==> src/rtl/filter_output_arbiter_if.sv <==
`default_nettype none
// ============================================================================
// Module      : filter_output_arbiter_if
// Description : Bundles the filter-side pair inputs, force-pipeline
//               handshake and selected-pair outputs of the filter output
//               arbiter. slave = arbiter view, master = surrounding logic.
// Revision    : 1.0 - initial release
// ============================================================================
interface filter_output_arbiter_if #(
    parameter int NUM_FILTERS          = 8,
    parameter int POS_PKT_STRUCT_WIDTH = 32,
    parameter int NODE_ID_WIDTH        = 8,
    parameter int PARTICLE_ID_WIDTH    = 10
);
    logic [NUM_FILTERS-1:0]                           i_filter_pair_valid;
    logic [NUM_FILTERS-1:0][POS_PKT_STRUCT_WIDTH-1:0] i_filter_nb_data;
    logic [NUM_FILTERS-1:0][NODE_ID_WIDTH-1:0]        i_filter_node_id;
    logic [NUM_FILTERS-1:0][PARTICLE_ID_WIDTH-1:0]    i_filter_home_parid;
    logic                                             i_force_ready;
    logic                                             i_nb_broadcast_done;
    logic [NUM_FILTERS-1:0]                           o_filter_buf_almost_full;
    logic [NUM_FILTERS-1:0]                           o_filter_output_arb_result;
    logic                                             o_pair_selected_valid;
    logic [POS_PKT_STRUCT_WIDTH-1:0]                  o_nb_selected;
    logic [NODE_ID_WIDTH-1:0]                         o_node_id_selected;
    logic [PARTICLE_ID_WIDTH-1:0]                     o_home_selected_parid;
    logic                                             o_nb_reg_release_flag;
    logic                                             o_overflow_err;
    logic                                             o_protocol_err;

    modport slave (
        input  i_filter_pair_valid, i_filter_nb_data, i_filter_node_id,
               i_filter_home_parid, i_force_ready, i_nb_broadcast_done,
        output o_filter_buf_almost_full, o_filter_output_arb_result,
               o_pair_selected_valid, o_nb_selected, o_node_id_selected,
               o_home_selected_parid, o_nb_reg_release_flag,
               o_overflow_err, o_protocol_err
    );

    modport master (
        output i_filter_pair_valid, i_filter_nb_data, i_filter_node_id,
               i_filter_home_parid, i_force_ready, i_nb_broadcast_done,
        input  o_filter_buf_almost_full, o_filter_output_arb_result,
               o_pair_selected_valid, o_nb_selected, o_node_id_selected,
               o_home_selected_parid, o_nb_reg_release_flag,
               o_overflow_err, o_protocol_err
    );
endinterface
`default_nettype wire

==> src/rtl/filter_output_arbiter.sv <==
`default_nettype none
// ============================================================================
// Module      : filter_output_arbiter
// Description : Per-filter pair buffers, round-robin pop toward the force
//               pipeline, registered selected-pair outputs and the drain FSM
//               that emits the neighbour-register release pulse.
// Revision    : 1.0 - initial release
// ============================================================================
module filter_output_arbiter #(
    parameter int NUM_FILTERS          = 8,
    parameter int FILTER_BUF_DEPTH     = 8,
    parameter int FILTER_LATENCY       = 4,
    parameter int AF_MARGIN            = 5,
    parameter int POS_PKT_STRUCT_WIDTH = 32,
    parameter int NODE_ID_WIDTH        = 8,
    parameter int PARTICLE_ID_WIDTH    = 10
) (
    input  wire logic               clk,
    input  wire logic               rst_n,
    filter_output_arbiter_if.slave  bus
);
    localparam int PTR_W  = $clog2(FILTER_BUF_DEPTH);
    localparam int CNT_W  = PTR_W + 1;
    localparam int IDX_W  = (NUM_FILTERS > 1) ? $clog2(NUM_FILTERS) : 1;
    localparam int ENT_W  = POS_PKT_STRUCT_WIDTH + NODE_ID_WIDTH + PARTICLE_ID_WIDTH;
    localparam int AF_THR = FILTER_BUF_DEPTH - AF_MARGIN;
    localparam int LAT_W  = $clog2(FILTER_LATENCY + 2);

    localparam logic [1:0] S_IDLE      = 2'd0;
    localparam logic [1:0] S_WAIT_PIPE = 2'd1;
    localparam logic [1:0] S_DRAIN     = 2'd2;
    localparam logic [1:0] S_RELEASE   = 2'd3;

    logic [NUM_FILTERS-1:0] nonempty_w;
    logic [NUM_FILTERS-1:0] pop_w;
    logic [NUM_FILTERS-1:0] ovf_w;
    logic [NUM_FILTERS-1:0] af_w;
    logic [ENT_W-1:0]       head_w [NUM_FILTERS];
    logic [IDX_W-1:0]       win_idx_w;
    logic                   any_grant_w;
    logic [ENT_W-1:0]       sel_entry_w;

    logic [IDX_W-1:0]                rr_q, rr_d;
    logic                            sel_valid_q;
    logic [POS_PKT_STRUCT_WIDTH-1:0] nb_sel_q;
    logic [NODE_ID_WIDTH-1:0]        node_sel_q;
    logic [PARTICLE_ID_WIDTH-1:0]    pid_sel_q;
    logic                            ovf_err_q;
    logic                            prot_err_q;
    logic [1:0]                      state_q, state_d;
    logic [LAT_W-1:0]                lat_cnt_q, lat_cnt_d;

    // Per-filter circular buffers; a full buffer still accepts a write when popped the same cycle
    for (genvar k = 0; k < NUM_FILTERS; k++) begin : g_buf
        logic [ENT_W-1:0] mem_q [FILTER_BUF_DEPTH];
        logic [PTR_W-1:0] wr_ptr_q, rd_ptr_q;
        logic [CNT_W-1:0] count_q, count_d;
        logic             af_q;
        logic             full_w, push_w;

        assign full_w        = (count_q == CNT_W'(FILTER_BUF_DEPTH));
        assign push_w        = bus.i_filter_pair_valid[k] && (!full_w || pop_w[k]);
        assign ovf_w[k]      = bus.i_filter_pair_valid[k] && full_w && !pop_w[k];
        assign count_d       = count_q + CNT_W'(push_w) - CNT_W'(pop_w[k]);
        assign nonempty_w[k] = (count_q != '0);
        assign head_w[k]     = mem_q[rd_ptr_q];
        assign af_w[k]       = af_q;

        // Storage array carries no reset; validity is tracked by the counters
        always_ff @(posedge clk) begin
            if (push_w) begin
                mem_q[wr_ptr_q] <= {bus.i_filter_nb_data[k], bus.i_filter_node_id[k],
                                    bus.i_filter_home_parid[k]};
            end
        end

        // Pointer, occupancy and almost-full bookkeeping
        always_ff @(posedge clk or negedge rst_n) begin
            if (!rst_n) begin
                wr_ptr_q <= '0;
                rd_ptr_q <= '0;
                count_q  <= '0;
                af_q     <= 1'b0;
            end else begin
                if (push_w)   wr_ptr_q <= wr_ptr_q + PTR_W'(1);
                if (pop_w[k]) rd_ptr_q <= rd_ptr_q + PTR_W'(1);
                count_q <= count_d;
                af_q    <= (int'(count_d) >= AF_THR);
            end
        end
    end

    // Round-robin winner: first non-empty buffer at or above the pointer, wrapping
    always_comb begin
        int idx;
        idx         = 0;
        pop_w       = '0;
        win_idx_w   = '0;
        any_grant_w = 1'b0;
        rr_d        = rr_q;
        if (bus.i_force_ready) begin
            for (int i = 0; i < NUM_FILTERS; i++) begin
                idx = int'(rr_q) + i;
                if (idx >= NUM_FILTERS) idx = idx - NUM_FILTERS;
                if (!any_grant_w && nonempty_w[IDX_W'(idx)]) begin
                    any_grant_w = 1'b1;
                    win_idx_w   = IDX_W'(idx);
                end
            end
        end
        if (any_grant_w) begin
            pop_w[win_idx_w] = 1'b1;
            rr_d = (int'(win_idx_w) == NUM_FILTERS - 1) ? '0 : win_idx_w + IDX_W'(1);
        end
    end

    assign sel_entry_w = head_w[win_idx_w];

    // Drain sequencing: wait out the filter pipeline, then for everything to leave
    always_comb begin
        state_d   = state_q;
        lat_cnt_d = lat_cnt_q;
        case (state_q)
            S_IDLE: begin
                if (bus.i_nb_broadcast_done) begin
                    state_d   = S_WAIT_PIPE;
                    lat_cnt_d = LAT_W'(FILTER_LATENCY);
                end
            end
            S_WAIT_PIPE: begin
                // Leave on the cycle whose decrement reaches zero
                if (lat_cnt_q <= LAT_W'(1)) begin
                    state_d   = S_DRAIN;
                    lat_cnt_d = '0;
                end else begin
                    lat_cnt_d = lat_cnt_q - LAT_W'(1);
                end
            end
            S_DRAIN: begin
                if (!(|nonempty_w) && !(|bus.i_filter_pair_valid) && !sel_valid_q)
                    state_d = S_RELEASE;
            end
            S_RELEASE: state_d = S_IDLE;
            default:   state_d = S_IDLE;
        endcase
    end

    // Arbitration pointer, selected-pair registers, FSM and sticky error flags
    always_ff @(posedge clk or negedge rst_n) begin
        if (!rst_n) begin
            rr_q        <= '0;
            sel_valid_q <= 1'b0;
            nb_sel_q    <= '0;
            node_sel_q  <= '0;
            pid_sel_q   <= '0;
            ovf_err_q   <= 1'b0;
            prot_err_q  <= 1'b0;
            state_q     <= S_IDLE;
            lat_cnt_q   <= '0;
        end else begin
            rr_q        <= rr_d;
            sel_valid_q <= any_grant_w;
            if (any_grant_w) begin
                nb_sel_q   <= sel_entry_w[ENT_W-1 -: POS_PKT_STRUCT_WIDTH];
                node_sel_q <= sel_entry_w[PARTICLE_ID_WIDTH +: NODE_ID_WIDTH];
                pid_sel_q  <= sel_entry_w[0 +: PARTICLE_ID_WIDTH];
            end
            if (|ovf_w) ovf_err_q <= 1'b1;
            if (bus.i_nb_broadcast_done && (state_q != S_IDLE)) prot_err_q <= 1'b1;
            state_q   <= state_d;
            lat_cnt_q <= lat_cnt_d;
        end
    end

    assign bus.o_filter_buf_almost_full   = af_w;
    assign bus.o_filter_output_arb_result = pop_w;
    assign bus.o_pair_selected_valid      = sel_valid_q;
    assign bus.o_nb_selected              = nb_sel_q;
    assign bus.o_node_id_selected         = node_sel_q;
    assign bus.o_home_selected_parid      = pid_sel_q;
    assign bus.o_nb_reg_release_flag      = (state_q == S_RELEASE);
    assign bus.o_overflow_err             = ovf_err_q;
    assign bus.o_protocol_err             = prot_err_q;
endmodule
`default_nettype wire

==> src/flat_wrapper.sv <==
// flat-port wrapper written by rule: the top's interface ports become plain ports
module filter_output_arbiter_flat 
#(
    parameter int NUM_FILTERS          = 8,
    parameter int FILTER_BUF_DEPTH     = 8,
    parameter int FILTER_LATENCY       = 4,
    parameter int AF_MARGIN            = 5,
    parameter int POS_PKT_STRUCT_WIDTH = 32,
    parameter int NODE_ID_WIDTH        = 8,
    parameter int PARTICLE_ID_WIDTH    = 10
)
  (clk, rst_n, bus_i_filter_pair_valid, bus_i_filter_nb_data, bus_i_filter_node_id, bus_i_filter_home_parid, bus_i_force_ready, bus_i_nb_broadcast_done, bus_o_filter_buf_almost_full, bus_o_filter_output_arb_result, bus_o_pair_selected_valid, bus_o_nb_selected, bus_o_node_id_selected, bus_o_home_selected_parid, bus_o_nb_reg_release_flag, bus_o_overflow_err, bus_o_protocol_err);
  filter_output_arbiter_if #(.NUM_FILTERS(NUM_FILTERS), .POS_PKT_STRUCT_WIDTH(POS_PKT_STRUCT_WIDTH), .NODE_ID_WIDTH(NODE_ID_WIDTH), .PARTICLE_ID_WIDTH(PARTICLE_ID_WIDTH)) bus_i ();
  input  wire logic clk;
  input  wire logic rst_n;
  input wire logic [$bits(bus_i.i_filter_pair_valid)-1:0] bus_i_filter_pair_valid;
  input wire logic [$bits(bus_i.i_filter_nb_data)-1:0] bus_i_filter_nb_data;
  input wire logic [$bits(bus_i.i_filter_node_id)-1:0] bus_i_filter_node_id;
  input wire logic [$bits(bus_i.i_filter_home_parid)-1:0] bus_i_filter_home_parid;
  input wire logic [$bits(bus_i.i_force_ready)-1:0] bus_i_force_ready;
  input wire logic [$bits(bus_i.i_nb_broadcast_done)-1:0] bus_i_nb_broadcast_done;
  output wire logic [$bits(bus_i.o_filter_buf_almost_full)-1:0] bus_o_filter_buf_almost_full;
  output wire logic [$bits(bus_i.o_filter_output_arb_result)-1:0] bus_o_filter_output_arb_result;
  output wire logic [$bits(bus_i.o_pair_selected_valid)-1:0] bus_o_pair_selected_valid;
  output wire logic [$bits(bus_i.o_nb_selected)-1:0] bus_o_nb_selected;
  output wire logic [$bits(bus_i.o_node_id_selected)-1:0] bus_o_node_id_selected;
  output wire logic [$bits(bus_i.o_home_selected_parid)-1:0] bus_o_home_selected_parid;
  output wire logic [$bits(bus_i.o_nb_reg_release_flag)-1:0] bus_o_nb_reg_release_flag;
  output wire logic [$bits(bus_i.o_overflow_err)-1:0] bus_o_overflow_err;
  output wire logic [$bits(bus_i.o_protocol_err)-1:0] bus_o_protocol_err;
  assign bus_i.i_filter_pair_valid = bus_i_filter_pair_valid;
  assign bus_i.i_filter_nb_data = bus_i_filter_nb_data;
  assign bus_i.i_filter_node_id = bus_i_filter_node_id;
  assign bus_i.i_filter_home_parid = bus_i_filter_home_parid;
  assign bus_i.i_force_ready = bus_i_force_ready;
  assign bus_i.i_nb_broadcast_done = bus_i_nb_broadcast_done;
  assign bus_o_filter_buf_almost_full = bus_i.o_filter_buf_almost_full;
  assign bus_o_filter_output_arb_result = bus_i.o_filter_output_arb_result;
  assign bus_o_pair_selected_valid = bus_i.o_pair_selected_valid;
  assign bus_o_nb_selected = bus_i.o_nb_selected;
  assign bus_o_node_id_selected = bus_i.o_node_id_selected;
  assign bus_o_home_selected_parid = bus_i.o_home_selected_parid;
  assign bus_o_nb_reg_release_flag = bus_i.o_nb_reg_release_flag;
  assign bus_o_overflow_err = bus_i.o_overflow_err;
  assign bus_o_protocol_err = bus_i.o_protocol_err;
  filter_output_arbiter #(.NUM_FILTERS(NUM_FILTERS), .FILTER_BUF_DEPTH(FILTER_BUF_DEPTH), .FILTER_LATENCY(FILTER_LATENCY), .AF_MARGIN(AF_MARGIN), .POS_PKT_STRUCT_WIDTH(POS_PKT_STRUCT_WIDTH), .NODE_ID_WIDTH(NODE_ID_WIDTH), .PARTICLE_ID_WIDTH(PARTICLE_ID_WIDTH)) u_core (.clk(clk), .rst_n(rst_n), .bus(bus_i));
endmodule
==> config.mk <==
export PLATFORM = sky130hd
export DESIGN_NAME = filter_output_arbiter_flat
export DESIGN_NICKNAME = d
export VERILOG_FILES = /design/src/rtl/filter_output_arbiter_if.sv /design/src/rtl/filter_output_arbiter.sv /design/src/flat_wrapper.sv
export SDC_FILE = /design/constraint.sdc
export NUM_CORES = 2
export LEC_CHECK = 0
export ABC_AREA = 1
export BUFFER_PORTS_ARGS = -buffer_cell sky130_fd_sc_hd__clkbuf_2
export CAP_MARGIN = 10
export CORE_AREA = 5 5 525 527
export CTS_BUF_LIST = sky130_fd_sc_hd__clkbuf_8
export DETAILED_ROUTE_END_ITERATION = 12
export DIE_AREA = 0 0 530 532
export PLACE_DENSITY_LB_ADDON = 0.08
export SYNTH_ARGS = -nofsm -noshare
export SYNTH_HDL_FRONTEND = slang
export SYNTH_SLANG_ARGS = --single-unit
export TNS_END_PERCENT = 100
==> constraint.sdc <==
create_clock -name clk -period 9.15 [get_ports clk]
set_input_delay 0.915 -clock clk [delete_from_list [all_inputs] [get_ports clk]]
set_output_delay 0.915 -clock clk [all_outputs]
set_load 0.005 [all_outputs]
==> run_results.csv <==
group,metric,value,unit
final_layout,final_nets,11900,
clocking,clock-sinks,3349,
yosys,synth_cells,10500,
yosys,ys_seq_area_share,74.3,%
sta,fmax,140,MHz
global_routing,grt_pass1_wl,590,mm
yosys,syn_area,0.134,sq mm
clocking,cts_root_buffer,"clkbuf_8",
global_routing,met1_usage,38.3,%
route,drc,0,
route,viasPerCell,5.79,
floorplan,boundaryPins,482,
setup_path,r2r-end,"u_core.g_buf[6].mem_q[2][21]$_DFFE_PP_",
worst_hold_path,min_path_type,"in2reg",
final_layout,drive_gt1_share,13.1,%
yosys,ys_warn_count,0,
setup_path,r2r-start,"u_core.rr_q[0]$_DFFE_PN0N_",
setup_path,startpoint_type,"flip-flop",
route,ant_nets,0,
floorplan,placementRows,191,
setup_path,worstPathArrival,6220,ps
sta,timing.final.crit_share,78.0,%
setup_path,crit_start,"u_core.rr_q[0]$_DFFE_PN0N_",
clocking,htree_levels,6,
final_layout,syn_to_final_growth,15.0,%
place,place.gp.congestion,0.918,
sta,tightest_slew,1420,ps
yosys,yosys_register_bits,3349,
place,placed_area,0.140,sq mm
clocking,path_clk_slew,60,ps
global_routing,globalRouteOverflowTotal,0,
yosys,avgSynthCellArea,12.8,sq um
route,wl,412,mm
sta,rsz0062_at_grt,"false",
final_layout,multi_input_area,0.0315,sq mm
global_routing,use_met3,5.90,%
global_routing,antenna_found_initial,91,
final_layout,fillers,22100,
place,dp_hpwl,259,mm
run,maxCapViolCount,0,
clocking,cts_made_buffers,565,
sta,hold_viol,0,
route,drt_iter0_markers,9296,
setup_path,critPathCaptureType,"output pin",
yosys,ys_types,52,
sta,slew_headroom,4.42,%
run_status,outcome,"completed",
floorplan,die_w,530,um
sta,setup_tns,0,ps
route,wire_per_inst,26.7,um
floorplan,core_area,0.270,sq mm
global_routing,grt_pass1_vias,85700,
final_layout,final_area,0.154,sq mm
global_routing,use_met2,43.4,%
worst_hold_path,whs_path_depth,1,
clocking,clock_latency,1160,ps
sta,slew_violations,0,
yosys,synthesis.nets,11000,
floorplan,initial_core_util,49.7,%
clocking,post_cts_resized,0,
final_layout,seq_area,0.0999,sq mm
sta,setup_viol,0,
clocking,cts_tree,"yes",
power,powerDensity,340,mW/mm^2
setup_path,worstPathRequired,8240,ps
global_routing,busiest_layer,"met2",
route,num_vias,89400,
clocking,clk_path_buf_depth,4,
worst_hold_path,hp-start,"bus_i_filter_nb_data[207]",
global_routing,grt_usage,28.4,%
power,p_leak,0.0536,uW
yosys,synth_edf_count,3200,
setup_path,worstSetupPathType,"reg2out",
place,portBuffers,481,
route,dr.pass1.iters,6,
sta,fin_crit,7140,ps
yosys,synthFlopType,"edfxtp_1",
setup_path,cp_max_fo,61,
yosys,async_reset_ff_share,4.45,%
setup_path,r2r_slack,2180,ps
global_routing,grt_max_degree,153,
setup_path,rr_worst_depth,18,
floorplan,dieArea,0.282,sq mm
worst_hold_path,hold-path-endpoint,"u_core.g_buf[6].mem_q[3][33]$_DFFE_PP_",
floorplan,fp.dieH,532,um
sta,finalClockSkew,44.1,ps
power,ir_drop,218,uV
-- flip-flops by register name, indices dropped and copies added, names as in the netlist, 2 cells and up --
register	count
u_core.rr_q	3
u_core.bus.o_node_id_selected	8
u_core.bus.o_home_selected_parid	10
u_core.state_q	2
u_core.g_buf.wr_ptr_q	24
u_core.g_buf.count_q	32
u_core.bus.o_nb_selected	32
u_core.g_buf.af_q	8
u_core.g_buf.mem_q	3200
u_core.lat_cnt_q	3
u_core.g_buf.rd_ptr_q	24
-- cells by family (layout without fill, tap and decap cells) --
family | Yosys count | count (layout) | synth area share (%)
adders and majority gates | 76 | 76 | 0.753
xor gates and xnor gates | 41 | 41 | 0.273
buffers and inverters | 841 | 2183 | 2.49
and+or+nand+nor | 3533 | 3533 | 10.5
AOI/OAI and AO/OA | 2625 | 2625 | 11.7
DFF | 3349 | 3349 | 74.3
other | 0 | 56 | 0
-- worst max-delay path: stages, from the launching register on --
cell and delay (ps):
dfrtp_1 720, inv_4 210, ha_1 500, inv_1 230
nand3_1 180, nand2_1 170, a21oi_4 300, inv_2 70
nand3_2 90, nand2_1 70, inv_2 80, nand3_4 570
nand3_4 560, buf_4 590, nand2_2 200, inv_1 220
clkbuf_2 250
-- power by group --
group,switching (uW),total [uW],internal (uW)
sequential,1160,20500,19300
clock,6070,12200,6100
combinational,14700,19800,5110
total,21900,52500,30500
-- synth_stat cells, types with 2 or more instances --
cell / count / area, sq um
nand3_1: 214 / 1070
ha_1: 68 / 851
nand2_2: 12 / 75.1
or2_1: 2 / 12.5
buf_4: 21 / 158
edfxtp_1: 3200 / 96100
nor2_8: 5 / 100
nand3_4: 5 / 87.6
o21ai_0: 1415 / 7080
a21oi_4: 6 / 97.6
fa_1: 8 / 160
and3_1: 2 / 12.5
o21ai_1: 57 / 285
clkbuf_1: 587 / 2200
inv_2: 15 / 56.3
nand2_1: 2033 / 7630
nand2_4: 10 / 113
nand4_2: 2 / 25.0
or2_2: 4 / 25.0
a21oi_1: 334 / 1670
buf_2: 41 / 205
buf_6: 5 / 56.3
o22ai_1: 401 / 2510
nor2_1: 1171 / 4400
clkinv_1: 7 / 26.3
nor3_1: 24 / 120
xor2_1: 26 / 228
clkbuf_2: 2 / 10.0
a32o_1: 318 / 3180
nand3_2: 13 / 130
nor2_4: 2 / 22.5
nor4_1: 8 / 50.1
buf_1: 45 / 169
nand4_1: 7 / 43.8
xnor2_1: 14 / 123
inv_1: 116 / 435
o221ai_1: 82 / 718
dfrtp_1: 149 / 3730
nor2_2: 14 / 87.6
a211o_1: 8 / 70.1
-- metrics by stage --
stage | total power (uW) | cells | hold slack (ps) | util (%) | setup WS (ps)
floorplan | 31400 | 10500 | 451 | - | 2550
global placement | 40000 | 14000 | 438 | 52.0 | 2240
finish | 52500 | 15400 | 113 | 57.2 | 2010
CTS | 52600 | 15400 | 1.61 | 57.1 | 2020
global route | 55000 | 15400 | 88.9 | 57.2 | 1680
detailed placement | 40300 | 14000 | 448 | 52.0 | 2290
-- timing repair --
item	CTS	global route
hold buffers	389	0
buffers inserted	0	0
endpoints found under the setup margin	0	0
hold endpoints to repair	3071	0
-- cell usage in the layout (no fill, tap or decap), drive strengths merged, types with 68 or more instances in the layout --
master / instances
a32o: 318
nand3: 232
inv: 344
buf: 198
a21oi: 340
clkbuf: 1062
nor2: 1192
nand2: 2056
ha: 68
clkinv: 177
dlygate4sd3: 389
dfrtp: 149
edfxtp: 3200
o22ai: 401
o221ai: 82
o21ai: 1473
-- cell type report --
class,count,share of cell area [%]
diodes,56,0.0907
clock buffers,581,5.18
clock inverters,395,1.34
inverters,139,0.382
multi-input cells,6275,20.4
flip-flops and latches,3349,64.7
well taps,3570,2.89
repair buffers,1068,5.06
-- layer usage --
metal | routed length, um | vias up
met5 | 303 | -
met4 | 25500 | 50
met3 | 32300 | 847
met2 | 187000 | 3558
met1 | 166000 | 44500
li1 | - | 40500
-- worst max-delay path by stage --
stage | to | slack (ps) | cells past startpoint
floorplan | u_core.g_buf[7].mem_q[1][0]$_DFFE_PP_ | 2550 | 19
global placement | u_core.g_buf[6].mem_q[2][11]$_DFFE_PP_ | 2240 | 19
detailed placement | u_core.g_buf[6].mem_q[2][11]$_DFFE_PP_ | 2290 | 18
CTS | bus_o_filter_output_arb_result[4] | 2020 | 18
global route | bus_o_filter_output_arb_result[4] | 1680 | 18
finish | bus_o_filter_output_arb_result[4] | 2010 | 16
Power figures use the tool's default switching activity.
